$ cat config.mk
export PLATFORM = sky130hd
export DESIGN_NAME = irq_ctrl
export DESIGN_NICKNAME = d
export VERILOG_FILES = /design/src/rtl/irq_ctrl_pkg.sv /design/src/rtl/irq_prio_enc.sv /design/src/rtl/irq_ctrl.sv
export SDC_FILE = /design/constraint.sdc
export NUM_CORES = 1
export LEC_CHECK = 0
export CORE_MARGIN = 2
export CORE_UTILIZATION = 57
export DETAILED_ROUTE_END_ITERATION = 10
export DONT_BUFFER_PORTS = 1
export PLACE_DENSITY = 0.75
export SETUP_SLACK_MARGIN = 0.15
export SLEW_MARGIN = 25
export SYNTH_ARGS = -nofsm -noshare
export SYNTH_HDL_FRONTEND = slang
export SYNTH_HIERARCHICAL = 1
export SYNTH_SLANG_ARGS = --single-unit
$ cat constraint.sdc
create_clock -name clk -period 2.01 [get_ports clk]
set_input_delay 0.3015 -clock clk [delete_from_list [all_inputs] [get_ports clk]]
set_output_delay 0.3015 -clock clk [all_outputs]
set_load 0.01 [all_outputs]
$ cat src/rtl/irq_ctrl_pkg.sv
// rtl/irq_ctrl_pkg.sv - shared register map constants and helpers for irq_ctrl
package irq_ctrl_pkg;

    localparam logic [3:0] OFS_PENDING = 4'h0;
    localparam logic [3:0] OFS_MASK    = 4'h4;
    localparam logic [3:0] OFS_MODE    = 4'h8;
    localparam logic [3:0] OFS_ACK     = 4'hC;

    localparam logic [4:0] NO_IRQ  = 5'h1F;
    localparam int         MAX_SRC = 32;

    typedef enum logic [1:0] {
        REG_PENDING = OFS_PENDING[3:2],
        REG_MASK    = OFS_MASK[3:2],
        REG_MODE    = OFS_MODE[3:2],
        REG_ACK     = OFS_ACK[3:2]
    } reg_sel_e;

    function automatic logic [31:0] byte_mask(input logic [3:0] be);
        byte_mask = {{8{be[3]}}, {8{be[2]}}, {8{be[1]}}, {8{be[0]}}};
    endfunction

endpackage

$ cat src/rtl/irq_prio_enc.sv
// rtl/irq_prio_enc.sv - lowest-index-first priority encoder, id = NO_IRQ when idle
module irq_prio_enc
    import irq_ctrl_pkg::*;
#(
    parameter int N_SRC = 8
) (
    input  logic [N_SRC-1:0] req_i,
    output logic             valid_o,
    output logic [4:0]       id_o
);

    // Scan downwards so the lowest set index is the last one to win.
    always_comb begin
        valid_o = 1'b0;
        id_o    = NO_IRQ;
        for (int i = N_SRC - 1; i >= 0; i--) begin
            if (req_i[i]) begin
                valid_o = 1'b1;
                id_o    = 5'(i);
            end
        end
    end

endmodule

$ cat src/rtl/irq_ctrl.sv
// rtl/irq_ctrl.sv - memory-mapped interrupt controller (pending/mask/mode/ack)
// Optional build macro IRQ_SYNC_EN adds a 2-flop synchroniser on src.
module irq_ctrl
    import irq_ctrl_pkg::*;
#(
    parameter int          N_SRC     = 8,
    parameter logic [31:0] BASE_ADDR = 32'h0000_7F20
) (
    input  logic             clk,
    input  logic             reset,
    input  logic [N_SRC-1:0] src,
    input  logic [31:0]      addr,
    input  logic [31:0]      wdata,
    input  logic [3:0]       byteen,
    output logic [31:0]      rdata,
    output logic             irq,
    output logic [4:0]       irq_id
);

    logic [N_SRC-1:0] src_s;
    logic [N_SRC-1:0] src_q;
    logic [N_SRC-1:0] pending_q, pending_d;
    logic [N_SRC-1:0] mask_q, mask_d;
    logic [N_SRC-1:0] mode_q, mode_d;

`ifdef IRQ_SYNC_EN
    logic [N_SRC-1:0] sync1_q, sync2_q;

    always_ff @(posedge clk or negedge reset) begin
        if (!reset) begin
            sync1_q <= '0;
            sync2_q <= '0;
        end else begin
            sync1_q <= src;
            sync2_q <= sync1_q;
        end
    end

    assign src_s = sync2_q;
`else
    assign src_s = src;
`endif

    logic     hit;
    logic     wr_en;
    reg_sel_e reg_sel;
    logic [N_SRC-1:0] lane_mask;
    logic [N_SRC-1:0] wdata_n;

    assign hit       = (addr[31:4] == BASE_ADDR[31:4]);
    assign reg_sel   = reg_sel_e'(addr[3:2]);
    assign wr_en     = hit && (byteen != 4'b0000);
    assign lane_mask = N_SRC'(byte_mask(byteen));
    assign wdata_n   = N_SRC'(wdata);

    logic       act_valid;
    logic [4:0] act_id;

    irq_prio_enc #(
        .N_SRC (N_SRC)
    ) u_prio (
        .req_i   (pending_q & mask_q),
        .valid_o (act_valid),
        .id_o    (act_id)
    );

    logic [N_SRC-1:0] w1c;
    logic [N_SRC-1:0] ack_clr;
    logic [N_SRC-1:0] clr;
    logic [N_SRC-1:0] rise;

    assign w1c     = (wr_en && reg_sel == REG_PENDING) ? (wdata_n & lane_mask) : '0;
    assign ack_clr = (wr_en && reg_sel == REG_ACK && act_valid) ? (N_SRC'(1) << act_id) : '0;
    assign clr     = (w1c | ack_clr) & mode_q;
    assign rise    = src_s & ~src_q;

    // Edge bits: a new rising edge beats any clear in the same cycle.
    // Level bits simply track the (possibly synchronised) source.
    always_comb begin
        pending_d = (mode_q & (rise | (pending_q & ~clr))) | (~mode_q & src_s);
        mask_d    = mask_q;
        mode_d    = mode_q;
        if (wr_en && reg_sel == REG_MASK) begin
            mask_d = (mask_q & ~lane_mask) | (wdata_n & lane_mask);
        end
        if (wr_en && reg_sel == REG_MODE) begin
            mode_d = (mode_q & ~lane_mask) | (wdata_n & lane_mask);
        end
    end

    always_ff @(posedge clk or negedge reset) begin
        if (!reset) begin
            src_q     <= '0;
            pending_q <= '0;
            mask_q    <= '0;
            mode_q    <= '0;
        end else begin
            src_q     <= src_s;
            pending_q <= pending_d;
            mask_q    <= mask_d;
            mode_q    <= mode_d;
        end
    end

    assign irq    = act_valid;
    assign irq_id = act_id;

    always_comb begin
        rdata = '0;
        if (hit) begin
            case (reg_sel)
                REG_PENDING: rdata = 32'(pending_q);
                REG_MASK:    rdata = 32'(mask_q);
                REG_MODE:    rdata = 32'(mode_q);
                REG_ACK:     rdata = {27'b0, irq_id};
                default:     rdata = '0;
            endcase
        end
    end

    logic unused_bus;
    assign unused_bus = ^{addr[1:0], wdata};

endmodule
# Word level (Yosys, flattened, before mapping)
# Index checks and enable logic that the tools add are counted.
[classes]
n_mux = 20
eq_ne = 4
reduce_logical = 8
shifts = 1
bitwise = 18
[op_table]
columns = ["cell", "n"]
rows = [
  ["$pmux 32 s4", 1],
  ["$and 8x8->8", 9],
  ["$mux 5", 8],
  ["$or 8x8->8", 5],
  ["$mux 32", 1],
  ["$not 8->8", 4],
  ["$eq 28x11->1 const B", 1],
  ["$mux 8", 2],
  ["$mux 1", 8],
  ["$shl 1x5->8 const A", 1],
  ["$logic_and 1x1->1", 6],
  ["$eq 2x2->1 const B", 2],
  ["$reduce_bool 4->1", 1],
  ["$eq 2x1->1 const B", 1],
  ["$logic_not 2->1", 1],
]
[totals]
input_bits = 78
wordCells = 55
register_bits = 32
out_inout_bits = 38

# Depth between registers and ports, before layout
[depth]
ltp_word = 18
ltp_mapped = 8
depth_no_buf = 8

# By module
# Netlist, hierarchy kept.
[modules_own_cells]
columns = ["mod", "area_each_um2", "n_inst", "cells_each", "seq_area_each_um2"]
rows = [
  ["irq_ctrl", 2079.5, 1, 197, 800.8],
  ["irq_prio_enc", 77.6, 1, 13, 0.0],
]

# Least setup slack after synthesis
# OpenSTA, ideal clock, no wires.
[synth_timing]
kind = "reg-to-output"
start = "reg pending_q[0]"
end = "out rdata[4]"
n_path_buf = 1
t_arrival_ps = 2120
path_slack_ps = -412
required_time_ps = 1709
stages_incl_launch_ff = 7
path_cell_list = "dfrtp_1 and2_1 nor4_2 and2_2 buf_4 mux4_2 nor2b_1"
[synth_via]
elab_chain_len = 4
[synth_lines]
columns = ["item", "line_no", "source"]
rows = [
  ["start, declared", "irq_ctrl.sv:22", "logic [N_SRC-1:0] pending_q, pending_d;"],
  ["start signal, assigned", "irq_ctrl.sv:99", "pending_q <= pending_d;"],
  ["$and 8x8->8", "irq_ctrl.sv:62", ".req_i (pending_q & mask_q),"],
  ["$mux 5", "irq_prio_enc.sv:17", "if (req_i[i]) begin"],
  ["via irq_id[4]", "irq_ctrl.sv:17", "output logic [4:0] irq_id"],
  ["$pmux 32 s4", "irq_ctrl.sv:111", "case (reg_sel)"],
  ["$mux 32", "irq_ctrl.sv:110", "if (hit) begin"],
  ["end, declared", "irq_ctrl.sv:15", "output logic [31:0] rdata,"],
]
# The timed path passes the listed nets, and every way through them passes these cells. The select of a mux whose other input is x is not followed.

==> reports/results.env <==
FINALHOLDVIOLATIONS=0
GRT_MAX_DEGREE=33
TIMING.FMAX_MHz=465.7
SYNTH_AREA_LEADER='sky130_fd_sc_hd__dfrtp_1'
CTS_H_TREE_LVLS=2
IO-PIN-COUNT=116
P_PER_AREA_mW_PER_MM2=459.5
ROUTE.DETAILED.VIAS_PER_INST=6.223
DIE-WIDTH_UM=65.52
SYNTHESIS.AREA_MM2=0.002157
VIAS=1842
POSTSYNTH.TOPFLOPCELL='sky130_fd_sc_hd__dfrtp_1'
CAP_VIOLATIONS=0
CRITICAL_PATH_CLASS='flip-flop to output pin'
CTS_TREE='done'
CLOCK_PATH_BUFFERS=2
MIN_PERIOD_NS=2.147
CP_MAX_FO=3
SYN_AREA_PER_CELL_UM2=10.27
PEAK_SUPPLY_DROP_mV=0.4790
WL_CELL_UM=20.32
ASYNC_FLOP_SHARE_PCT=100.0
R2R_SETUP_SLACK_NS=-0.07
CORE_AREA_MM2=0.003661
GP_CONGESTION=0.8673
CLK_LATENCY_NS=0.28
SETUP_VIOLATIONS=10
GLOBAL_ROUTE.OVERFLOW_TOTAL=0
VIAS_IN_THE_FIRST_GLOBAL_ROUTE=1848
FINALCRITPERIODSHARE_PCT=106.8
IO_BUFFER_COUNT=0
NNETSFINAL=325
SYN2LAYOUT_AREA_GROWTH_PCT=29.64
PLACEMENT_ROWS=22
YOSYS_REGISTER_BITS=32
OUTCOME='complete, but fails checks'
DRT-TOTAL-WL_UM=6016
MULTIINPUTGATEAREA_MM2=0.001485
FIRSTDRTPASSITERS=4
SETUP-TNS-FINAL_NS=-0.7037
SYNTHESIS.INSTANCES=210
WORSTPATHREQUIRED_NS=1.71
CLOCK_SKEW_NS=0.002858
SETUP_WS_NS=-0.1373
CRIT_PATH_TOP_DELAY_CELL='sky130_fd_sc_hd__mux4_2'
CP_CELL_SEQUENCE='and2_4, buf_4, buf_6, a21oi_2, o31a_1, mux4_2, nor2b_4'
WORST_SETUP_PATH_START_KIND='flip-flop'
SEQUENTIAL_ELEMENT_SHARE_OF_THE_SYNTHESIZED_AREA_PCT=37.12
VIOLATED_CHECKS='setup timing'
TIMING.CRITICAL_PATH.SLOWEST_CELL_DELAY_NS=0.48
TOP_CELL_TYPES_BY_OCCURRENCE_AFTER_SYNTHESIS='32 x sky130_fd_sc_hd__dfrtp_1, 25 x sky130_fd_sc_hd__buf_4, 19 x sky130_fd_sc_hd__nand2_1, 15 x sky130_fd_sc_hd__mux2_2, 11 x sky130_fd_sc_hd__nor4_1'
SYNTH_TOP_AREA_SHARE_PCT=37.12
POST_SYNTH_NUM_CELL_TYPES=41
GLOBAL_ROUTE_WIRE_LENGTH_BEFORE_REPAIR_UM=8811
DIE_OUTLINE_AREA_MM2=0.004292
HOLD_WS_NS=0.04066
DRT_DRC_VIOLATIONS_LEFT=0
HOLD_CLASS='input port to flip-flop'
SYNTH-EDFF-COUNT=0
WORST_SETUP_PATH_END_KIND='output pin'
TRITONCTS.NUM_BUFFERS=5
P_LEAK_nW=1.258
TIMING.FINAL.MAX_SLEW_VIOLATIONS=0
WORSTPATHARRIVAL_NS=1.85
SYNTH_AREA_LEADERS='sky130_fd_sc_hd__dfrtp_1 37%, sky130_fd_sc_hd__buf_4 8.7%, sky130_fd_sc_hd__mux2_2 7.8%'
ANTENNA_VIOLATING_NETS_POST_ROUTE=0
YOSYSWARNINGS=6
FILLCELLCOUNT=202
ANTENNA_CELLS=0
DETAIL_ROUTE.ITER0.VIOLATIONS=142
CLOCK-SINKS=32
REPORT.POWER.TOTAL_mW=1.285
FINAL_LAYOUT_SIZE_SUFFIX_GT1_SHARE_PCT=45.56
POST-SYNTH-TOP-COUNT-CELL='sky130_fd_sc_hd__dfrtp_1'
RSZ0062_AT_GRT='true'
SEQ_AREA_UM2=800.8
START_UTIL_PCT=58.92
ANTENNA_FOUND_INITIAL=0
CLOCK_TRANSITION_AT_THE_REGISTERS_OF_THE_REPORTED_PATHS_NS=0.06
CHIPHEIGHT_UM=65.52
GROUTE.USAGE.OVERALL_PCT=28.10
DP_HPWL_UM=3754
CTSROOTBUFFERMASTER='sky130_fd_sc_hd__clkbuf_8'
## cells in the final DEF (no fill, tap or decap), types with 3 or more instances in the layout
cell type	n
sky130_fd_sc_hd__nand3b_1	3
sky130_fd_sc_hd__nand4_1	9
sky130_fd_sc_hd__nand2_1	19
sky130_fd_sc_hd__clkbuf_8	6
sky130_fd_sc_hd__o21ai_1	8
sky130_fd_sc_hd__mux2_4	7
sky130_fd_sc_hd__nor4_2	4
sky130_fd_sc_hd__nor2_2	3
sky130_fd_sc_hd__nor4bb_1	8
sky130_fd_sc_hd__mux2i_1	3
sky130_fd_sc_hd__mux4_2	5
sky130_fd_sc_hd__a21oi_1	3
sky130_fd_sc_hd__mux2_2	8
sky130_fd_sc_hd__dfrtp_1	32
sky130_fd_sc_hd__and2_4	8
sky130_fd_sc_hd__nor4_4	9
sky130_fd_sc_hd__buf_6	9
sky130_fd_sc_hd__buf_4	28
sky130_fd_sc_hd__conb_1	24
sky130_fd_sc_hd__nor2_1	4
sky130_fd_sc_hd__nor2b_4	5
sky130_fd_sc_hd__o211ai_1	8
## per-layer routing
metal | GRT usage [%] | share of wire [%] | vias up
met1 | 33.03 | 36 | 885
met3 | 8.733 | 11 | 24
li1 | - | - | 805
met4 | 13.80 | 3.2 | 0
met5 | 0 | 0 | -
met2 | 46.56 | 50 | 128
## critical path, delay by kind of cell, from the launching register on
kind                   cells  cell delay (ns)
muxes                      1             0.48
DFF                        1             0.39
and+or+nand+nor            2             0.34
buffers and inverters      2             0.19
AOI/OAI and AO/OA          2             0.16
## timing repair
action                     CTS  global route
hold endpoints to repair    32             0
pin swaps                   13            14
hold buffers                 2             0
gates cloned                 1             0
setup endpoints to repair   14            18
gates resized for setup     44            11
setup buffers               12             7
## power by group
| part | switching (mW) | total [mW] | internal, mW |
|---|---|---|---|
| clock | 0.221 | 0.500 | 0.279 |
| combinational | 0.0591 | 0.116 | 0.0573 |
| sequential | 0.00828 | 0.669 | 0.661 |
| total | 0.288 | 1.28 | 0.997 |
## worst paths after layout
| check | start | endpoint | cells past startpoint |
|---|---|---|---|
| worst max-delay path | flip-flop | rdata[0] | 7 |
| max in group asynchronous | reset | pending_q[7] | 2 |
| worst max register to register | pending_q[0] | pending_q[1] | 10 |
| worst min-delay path | src[4] | src_q[4] | 0 |
| worst min register to register | src_q[3] | pending_q[3] | 3 |
| min in group asynchronous | reset | asynchronous set/reset pin | 2 |
## per-stage QoR
stage / worst slack [ns] / util, % / area, um^2 / std cells
2_1_floorplan: -0.05836 / - / 2349 / 233
3_3_place_gp: 0.06425 / 63.19 / 2313 / 266
3_5_place_dp: 0.04031 / 63.19 / 2313 / 266
4_1_cts: -0.1666 / 73.45 / 2689 / 289
5_1_grt: -0.1760 / 76.38 / 2796 / 296
6_report: -0.1373 / 76.38 / 2796 / 296
## cell type report
type                    count  area share, %
flip-flops and latches     32          28.64
clock buffers               8          3.221
well taps                  48          2.148
inverters                   3         0.4922
multi-input cells         165          53.11
repair buffers             40          12.39
## cell families (layout without fill, tap and decap cells)
logic type | Yosys count | in the layout | share of synthesized area, %
and+or+nand+nor | 95 | 95 | 30.86
AOI/OAI and AO/OA | 22 | 22 | 6.207
other | 1 | 24 | 0.1738
muxes | 24 | 24 | 14.97
buffers and inverters | 36 | 51 | 10.67
DFF | 32 | 32 | 37.12
Power figures use the tool's default switching activity.
